`config.mk`:
```
export PLATFORM = sky130hd
export DESIGN_NAME = mul_seq_flat
export DESIGN_NICKNAME = d
export VERILOG_FILES = /design/src/rtl/mul_if.sv /design/src/rtl/mul_seq.sv /design/src/flat_wrapper.sv
export SDC_FILE = /design/constraint.sdc
export NUM_CORES = 1
export LEC_CHECK = 0
export ABC_AREA = 1
export BUFFER_PORTS_ARGS = -buffer_cell sky130_fd_sc_hd__buf_2
export CAP_MARGIN = 10
export CELL_PAD_IN_SITES_DETAIL_PLACEMENT = 0
export CELL_PAD_IN_SITES_GLOBAL_PLACEMENT = 1
export CORE_ASPECT_RATIO = 1.5
export CORE_MARGIN = 10
export CORE_UTILIZATION = 30
export CTS_CLUSTER_SIZE = 25
export DETAILED_ROUTE_END_ITERATION = 6
export PLACE_DENSITY_LB_ADDON = 0.2
export SLEW_MARGIN = 20
export SYNTH_ARGS = -nofsm -noshare
export SYNTH_HDL_FRONTEND = slang
export SYNTH_SLANG_ARGS = --single-unit
export TNS_END_PERCENT = 20
```
`constraint.sdc`:
```
create_clock -name clk -period 3.1 [get_ports clk]
set_input_delay 0.31 -clock clk [delete_from_list [all_inputs] [get_ports clk]]
set_output_delay 0.31 -clock clk [all_outputs]
set_load 0.005 [all_outputs]
```
`src/rtl/mul_if.sv`:
```
// mul_if: start/operand/result bundle between M-extension control and the sequential multiplier.
interface mul_if #(parameter int WIDTH = 32);
  logic start;
  logic [1:0] op;
  logic [WIDTH-1:0] rs1;
  logic [WIDTH-1:0] rs2;
  logic busy;
  logic done;
  logic [WIDTH-1:0] result;
  modport master (output start, op, rs1, rs2, input busy, done, result);
  modport slave (input start, op, rs1, rs2, output busy, done, result);
endinterface

```
`src/rtl/mul_seq.sv`:
```
// mul_seq: radix-2 shift-add multiplier for MUL/MULH/MULHSU/MULHU, one partial product per clock.
module mul_seq #(
  parameter int WIDTH = 32,
  parameter int CNT_W = 5
) (
  input logic clk,
  input logic rst_n,
  mul_if.slave m
);
  typedef enum logic {IDLE, CALC} state_t;
  state_t state, state_nx;
  logic [WIDTH-1:0] mcand, hi, lo, result;
  logic [CNT_W-1:0] cnt;
  logic [1:0] op_q;
  logic neg, done;
  logic s1, s2, load, last;
  logic [WIDTH-1:0] mag1, mag2;
  logic [WIDTH:0] sum;
  logic [2*WIDTH-1:0] prod_nx, prod_fix;
  always_comb begin
    s1 = m.op == 2'b01 || m.op == 2'b10;
    s2 = m.op == 2'b01;
    mag1 = (s1 && m.rs1[WIDTH-1]) ? -m.rs1 : m.rs1;
    mag2 = (s2 && m.rs2[WIDTH-1]) ? -m.rs2 : m.rs2;
    load = state == IDLE && m.start;
    last = state == CALC && cnt == CNT_W'(WIDTH-1);
    sum = {1'b0, hi} + (lo[0] ? {1'b0, mcand} : '0);
    prod_nx = {sum, lo[WIDTH-1:1]};
    prod_fix = neg ? -prod_nx : prod_nx;
    state_nx = state == IDLE ? (m.start ? CALC : IDLE) : (last ? IDLE : CALC);
  end
  always_ff @(posedge clk or negedge rst_n)
    if (!rst_n) state <= IDLE;
    else state <= state_nx;
  always_ff @(posedge clk or negedge rst_n) begin
    if (!rst_n) begin
      mcand <= '0;
      hi <= '0;
      lo <= '0;
      cnt <= '0;
      op_q <= '0;
      neg <= 1'b0;
      done <= 1'b0;
      result <= '0;
    end else if (load) begin
      mcand <= mag1;
      lo <= mag2;
      hi <= '0;
      cnt <= '0;
      op_q <= m.op;
      neg <= (s1 & m.rs1[WIDTH-1]) ^ (s2 & m.rs2[WIDTH-1]);
      done <= 1'b0;
    end else if (state == CALC) begin
      {hi, lo} <= prod_nx;
      cnt <= cnt + 1'b1;
      done <= last;
      if (last) result <= op_q == 2'b00 ? prod_fix[WIDTH-1:0] : prod_fix[2*WIDTH-1:WIDTH];
    end else begin
      done <= 1'b0;
    end
  end
  assign m.busy = state == CALC;
  assign m.done = done;
  assign m.result = result;
endmodule

```
`src/flat_wrapper.sv`:
```
// flat-port wrapper written by rule: the top's interface ports become plain ports
module mul_seq_flat 
#(
  parameter int WIDTH = 32,
  parameter int CNT_W = 5
)
  (clk, rst_n, m_start, m_op, m_rs1, m_rs2, m_busy, m_done, m_result);
  mul_if #(.WIDTH(WIDTH)) m_i ();
  input logic clk;
  input logic rst_n;
  input wire logic [$bits(m_i.start)-1:0] m_start;
  input wire logic [$bits(m_i.op)-1:0] m_op;
  input wire logic [$bits(m_i.rs1)-1:0] m_rs1;
  input wire logic [$bits(m_i.rs2)-1:0] m_rs2;
  output wire logic [$bits(m_i.busy)-1:0] m_busy;
  output wire logic [$bits(m_i.done)-1:0] m_done;
  output wire logic [$bits(m_i.result)-1:0] m_result;
  assign m_i.start = m_start;
  assign m_i.op = m_op;
  assign m_i.rs1 = m_rs1;
  assign m_i.rs2 = m_rs2;
  assign m_busy = m_i.busy;
  assign m_done = m_i.done;
  assign m_result = m_i.result;
  mul_seq #(.WIDTH(WIDTH), .CNT_W(CNT_W)) u_core (.clk(clk), .rst_n(rst_n), .m(m_i));
endmodule
```
* Word level (Yosys, flattened, before mapping)
Cells that the tools add are included.
Operators by class: add/sub/neg operators 5, equal/unequal tests 3, mux-type cells 16, bitwise operators 5, reductions and logical operators 8
Operators with widths (count):
- 32-bit two-way mux | 8
- 64-bit two-way mux | 1
- 32-bit negator | 2
- 64-bit negator | 1
- 32-bit by 33-bit adder with 33-bit output | 1
- 5-bit two-way mux | 2
- 5-bit by 1-bit adder with 5-bit output (second input constant) | 1
- 5-bit == test (second input constant) | 1
- 1-bit two-way mux | 5
- 1-bit logical AND | 4
- 3-bit AND reduction | 1
- 1-bit bitwise AND | 2
- 2-bit by 1-bit == test with 1-bit output (second input constant) | 1
- 2-bit == test (second input constant) | 1
- 2-bit zero test | 1
- 1-bit NOT | 2
- 2-bit nonzero test | 1
- 1-bit logical OR | 1
- 1-bit bitwise XOR | 1
Storage, ports and cells: register bits after elaboration 138, input port bits 69, output and inout bits 34, word-level logic and storage cells 46

* Depth between registers and ports, before layout
word-level depth 5, depth in mapped cells 26

* Worst setup path before layout
OpenSTA, ideal clock, no wires.
kind register to register, from reg u_core.lo[0], to reg u_core.result[27], in the netlist u_core.m.result[27], setup time 0.073 ns, arrival 2.626 ns, required time 3.027 ns, path slack 0.401 ns, cell stages (with the launch flop) 19, cells stage by stage dfrtp_1 -> clkbuf_1 -> clkbuf_1 -> nand2_1 -> inv_1 -> fa_1 -> xnor2_2 -> inv_1 -> nor3_2 -> nand3b_2 -> nor2_2 -> nand2_2 -> nor2_4 -> nor2_2 -> nor2_2 -> nand2_1 -> nand2_1 -> nand3_2 -> a21oi_2
On the way: word-level cells in the longest chain between the ends 5
RTL lines:
- from (decl) | RTL line mul_seq.sv:12 | logic [WIDTH-1:0] mcand, hi, lo, result;
- from (signal assigned) | RTL line mul_seq.sv:47 | lo <= mag2;
- from (signal assigned) | RTL line mul_seq.sv:54 | {hi, lo} <= prod_nx;
- 32-bit two-way mux (*) | RTL line mul_seq.sv:27 | sum = {1'b0, hi} + (lo[0] ? {1'b0, mcand} : '0);
- 32-bit by 33-bit adder with 33-bit output (*) | RTL line mul_seq.sv:27
- 64-bit negator | RTL line mul_seq.sv:29 | prod_fix = neg ? -prod_nx : prod_nx;
- 64-bit two-way mux (*) | RTL line mul_seq.sv:29
- 32-bit two-way mux (*) | RTL line mul_seq.sv:57 | if (last) result <= op_q == 2'b00 ? prod_fix[WIDTH-1:0] : prod_fix[2*WIDTH-1:WIDTH];
- to (signal assigned) | RTL line mul_seq.sv:57
- to (decl) | RTL line mul_seq.sv:12
Mark *: on every way between the ends. The rest lies on a longest branch, timed or not. A chain may end at the register's enable or synchronous reset.

* Final worst setup path
from reg u_core.lo[0], to reg u_core.result[26], in the netlist u_core.m.result[26]
Same word-level chain as after synthesis.

==> results.tsv <==
stage	metric	value	unit
placement	RD Place Congestion	0.929	
pwr	IR drop worst, VDD	0.000394	V
routing	DR vias/cell	4.88	
synthesis	Synth Register Bits	138	
routing	drt pass-1 iters	7	
worst_setup_path	Worst Path Required	3.48	ns
clocking	Clk pin slew, worst setup/hold paths	0.07	ns
pwr	leakage power	7.32	nW
synthesis	YS warnings	0	
clocking	CTS tree	yes	
placement	PortBufs	102	
synthesis	xor/xnor share of the synthesized area	3.09	%
routing	Routed Antenna Nets	0	
pwr	Power Dens Cells	1170	mW/mm2
floorplanning	I/O Pins	103	
layout	Design Area, Final	0.0147	mm2
layout	final cell count without fillers	2546	
clocking	Clock Path Buffers	2	
sta	minimum clock period	2.93	ns
floorplanning	chip width	182	um
clocking	Clock Tree Root	clkbuf_16	
worst_setup_path	slowest cell delay on critical path	0.43	ns
worst_setup_path	worst setup path category	register to register	
worst_setup_path	critical path data arrival time	3.30	ns
routing	via count	12400	
synthesis	post-synthesis cell type count	49	
global_routing	GRT Total Usage	18.9	%
clocking	clock latency at the later pin of the worst-skew pair	0.46	ns
floorplanning	Die H	264	um
worst_setup_path	Crit. End Element	register	
floorplanning	core area	0.0392	mm2
layout	synth-to-layout area growth	23.8	%
floorplanning	Rows	89	
worst_setup_path	chain of cells forming the critical path	buf_12 -> nand2_1 -> inv_2 -> fa_2 -> nand2_1 -> nand2_1 -> nand3_1 -> nand2_2 -> nand2_1 -> nand2_2 -> nor2_2 -> nand2_1 -> nor2_4 -> nand3_2 -> nand2_1 -> nand2_2 -> inv_2 -> nand2_1 -> nand2_1 -> nand3_1 -> a21oi_2	
routing	Routed WL	46100	um
global_routing	first-pass GRT wire length	71500	um
routing	wire per inst	18.1	um
global_routing	vias in the first global route	12400	
sta	setup_tns	0	ns
routing	initial DRC count	770	
global_routing	pin count of the biggest net entering global routing	86	
sta	Slew Viols, Final	0	
synthesis	post-synthesis sequential area ratio	29.1	%
worst_hold_path	HP Class	input pin to register	
placement	dpl cell area	0.0133	mm2
floorplanning	die area	0.0481	mm2
synthesis	Syn Nets	2000	
sta	Finish-stage setup viols	0	
sta	Final Hold Viols	0	
worst_setup_path	startpoint type of the worst setup path	register	
worst_setup_path	FF-to-FF setup slack	0.17	ns
placement	placed cell count	2501	
clocking	cts bufs inserted	17	
synthesis	cell count after synthesis	1892	
worst_setup_path	CP most frequent cell	nand2_1	
worst_setup_path	reg2reg start	u_core.lo[0]	
clocking	htree depth	4	
layout	ANT cells	0	
layout	Final nets	2141	
synthesis	simple logic cell fraction of the synthesized area	38.3	%
synthesis	Async S/R FF share, synth	100	%
worst_setup_path	Worst path slowest cell	fa_2	
clocking	Clock Sinks	138	
sta	slew margin rel.	41.2	%
synthesis	top_reg_cell synth	dfrtp_1	
worst_hold_path	hold depth	3	
sta	Max Fclk	0.342	GHz
global_routing	initial antenna violation count	0	
placement	Detailed Place HPWL	37100	um
run	max-cap violations	0	
layout	share of layout cells above drive strength 1	21.5	%
worst_setup_path	R2R cell count	21	
sta	Setup Skew	0.0192	ns
outcome	failing checks	design-rule violations	
sta	RSZ-0062 raised after global routing	yes	
synthesis	syn avg cell area	6.28	um2
synthesis	mapped cell area	0.0119	mm2
sta	Worst-Margin Slew	0.882	ns
synthesis	mux contribution to synthesized area	0	%
synthesis	Compound-Gate Fraction of Synth Area	14.8	%
synthesis	number of enable flip-flop cells after synthesis	0	
floorplanning	Starting Density	30.3	%
worst_hold_path	hold path startpoint	m_op[0]	
synthesis	post-synthesis adder-cell area fraction	4.17	%
layout	multi-input logic area	0.00783	mm2
outcome	run status	finished, violations left	
worst_hold_path	hold worst-path end	u_core.op_q[0]	
layout	Layout fillers	4403	
sta	period utilization	94.4	%
global_routing	total congestion overflow	0	
routing	Remaining DRCs	1	
worst_setup_path	worst-path maximum fanout	19	
layout	total area of sequential cells	0.00345	mm2
synthesis	largest family of logic cells by synthesized area	simple AND/OR/NAND/NOR gates	
worst_setup_path	RR Endpoint	u_core.m.result[26]	
==> worst max-delay path, delay by kind of cell (launching register included) <==
kind / cells / cell delay, ns
and+or+nand+nor: 16 / 1.52
adders and majority gates: 1 / 0.43
DFF: 1 / 0.42
buffers and inverters: 3 / 0.31
AOI/OAI and AO/OA: 1 / 0.16
==> flip-flops by register name, summed over array words and instances (netlist names) <==
name,flops
u_core.hi,32
u_core.lo,32
u_core.m.result,32
u_core.mcand,32
u_core.cnt,5
u_core.op_q,2
u_core.m.busy,1
u_core.m.done,1
u_core.neg,1
==> placed cells by master (no fill, tap or decap), types with 17 or more instances in the layout <==
cell type,synthesis,layout
nand2_1,555,513
a21oi_1,94,86
clkbuf_16,0,17
nand3_1,119,114
nor2_2,28,34
dfrtp_1,138,138
buf_4,1,73
inv_1,249,246
inv_2,16,19
nor2_4,7,19
nand2_2,43,77
ha_4,0,22
o21ai_0,160,158
nor2_1,182,164
buf_2,4,101
a22oi_1,21,21
xor2_1,27,27
nand4_1,24,24
==> cells in the mapped netlist (13+ instances only) <==
library cell / instances / area share [%]
a22oi_1: 21 / 1.3
inv_2: 16 / 0.51
xnor2_1: 13 / 0.96
nand3_1: 119 / 5.0
dfrtp_1: 138 / 29
a31oi_1: 14 / 0.74
inv_1: 249 / 7.9
nor3_1: 17 / 0.72
a21oi_1: 94 / 4.0
nand4_1: 24 / 1.3
nand2_2: 43 / 2.3
nor2_1: 182 / 5.8
nand2_1: 555 / 18
nand3_2: 14 / 1.2
o21ai_0: 160 / 6.7
xor2_1: 27 / 2.0
nor2_2: 28 / 1.5
ha_1: 38 / 4.0
clkbuf_1: 46 / 1.5
==> worst max-delay path by stage <==
stage          slack (ns)                  end         start  cells after the start
2_1_floorplan        0.40  u_core.m.result[27]  u_core.lo[0]                     18
3_3_place_gp        -0.18  u_core.m.result[31]  u_core.lo[0]                     21
3_5_place_dp        -0.15  u_core.m.result[31]  u_core.lo[0]                     21
4_1_cts              0.01  u_core.m.result[31]  u_core.lo[0]                     20
5_1_grt             -0.06  u_core.m.result[26]  u_core.lo[0]                     24
6_report             0.17  u_core.m.result[26]  u_core.lo[0]                     21
==> layout make-up <==
type | instances | area share, %
tap | 500 | 4.26
sequential | 138 | 23.5
clock inverter | 12 | 1.09
clock buffer | 20 | 3.18
inverter | 271 | 6.92
timing repair buffer | 180 | 7.80
multi-input combinational | 1425 | 53.3
==> where the power goes <==
group	internal [mW]	leakage, nW	switching, mW
registers	2.70	1.69	0.883
logic	4.21	5.32	7.22
clock network	1.34	0.308	0.907
==> layer usage <==
| metal | GRT usage (%) | wire [um] |
|---|---|---|
| met1 | 21.4 | 18800 |
| met2 | 34.9 | 24400 |
| met3 | 1.76 | 895 |
| met4 | 8.42 | 1990 |
| met5 | 0 | 0 |
==> cell families after synthesis <==
family,count (synthesis)
simple gates,1025
buf+inv,329
compound gates,320
flops,138
xor+xnor,41
fa+ha+maj,39
==> repair_timing <==
action / in CTS / in global routing
hold endpoints to repair: 48 / 0
endpoints found under the setup margin: 4 / 24
hold buffers: 1 / 0
buffers inserted: 0 / 12
pin swaps: 0 / 20
resized for setup: 6 / 142
==> through the flow <==
stage	utilization, %	worst slack (ns)	power [mW]	hold WS [ns]
floorplan	-	0.401	9.67	0.0144
global placement	34.0	-0.179	13.8	0.457
detailed placement	34.0	-0.146	13.8	0.459
CTS	35.7	0.0146	16.2	0.0739
global route	37.5	-0.0571	18.8	0.111
finish	37.5	0.174	17.3	0.0896
(Power assumes the default switching activity.)
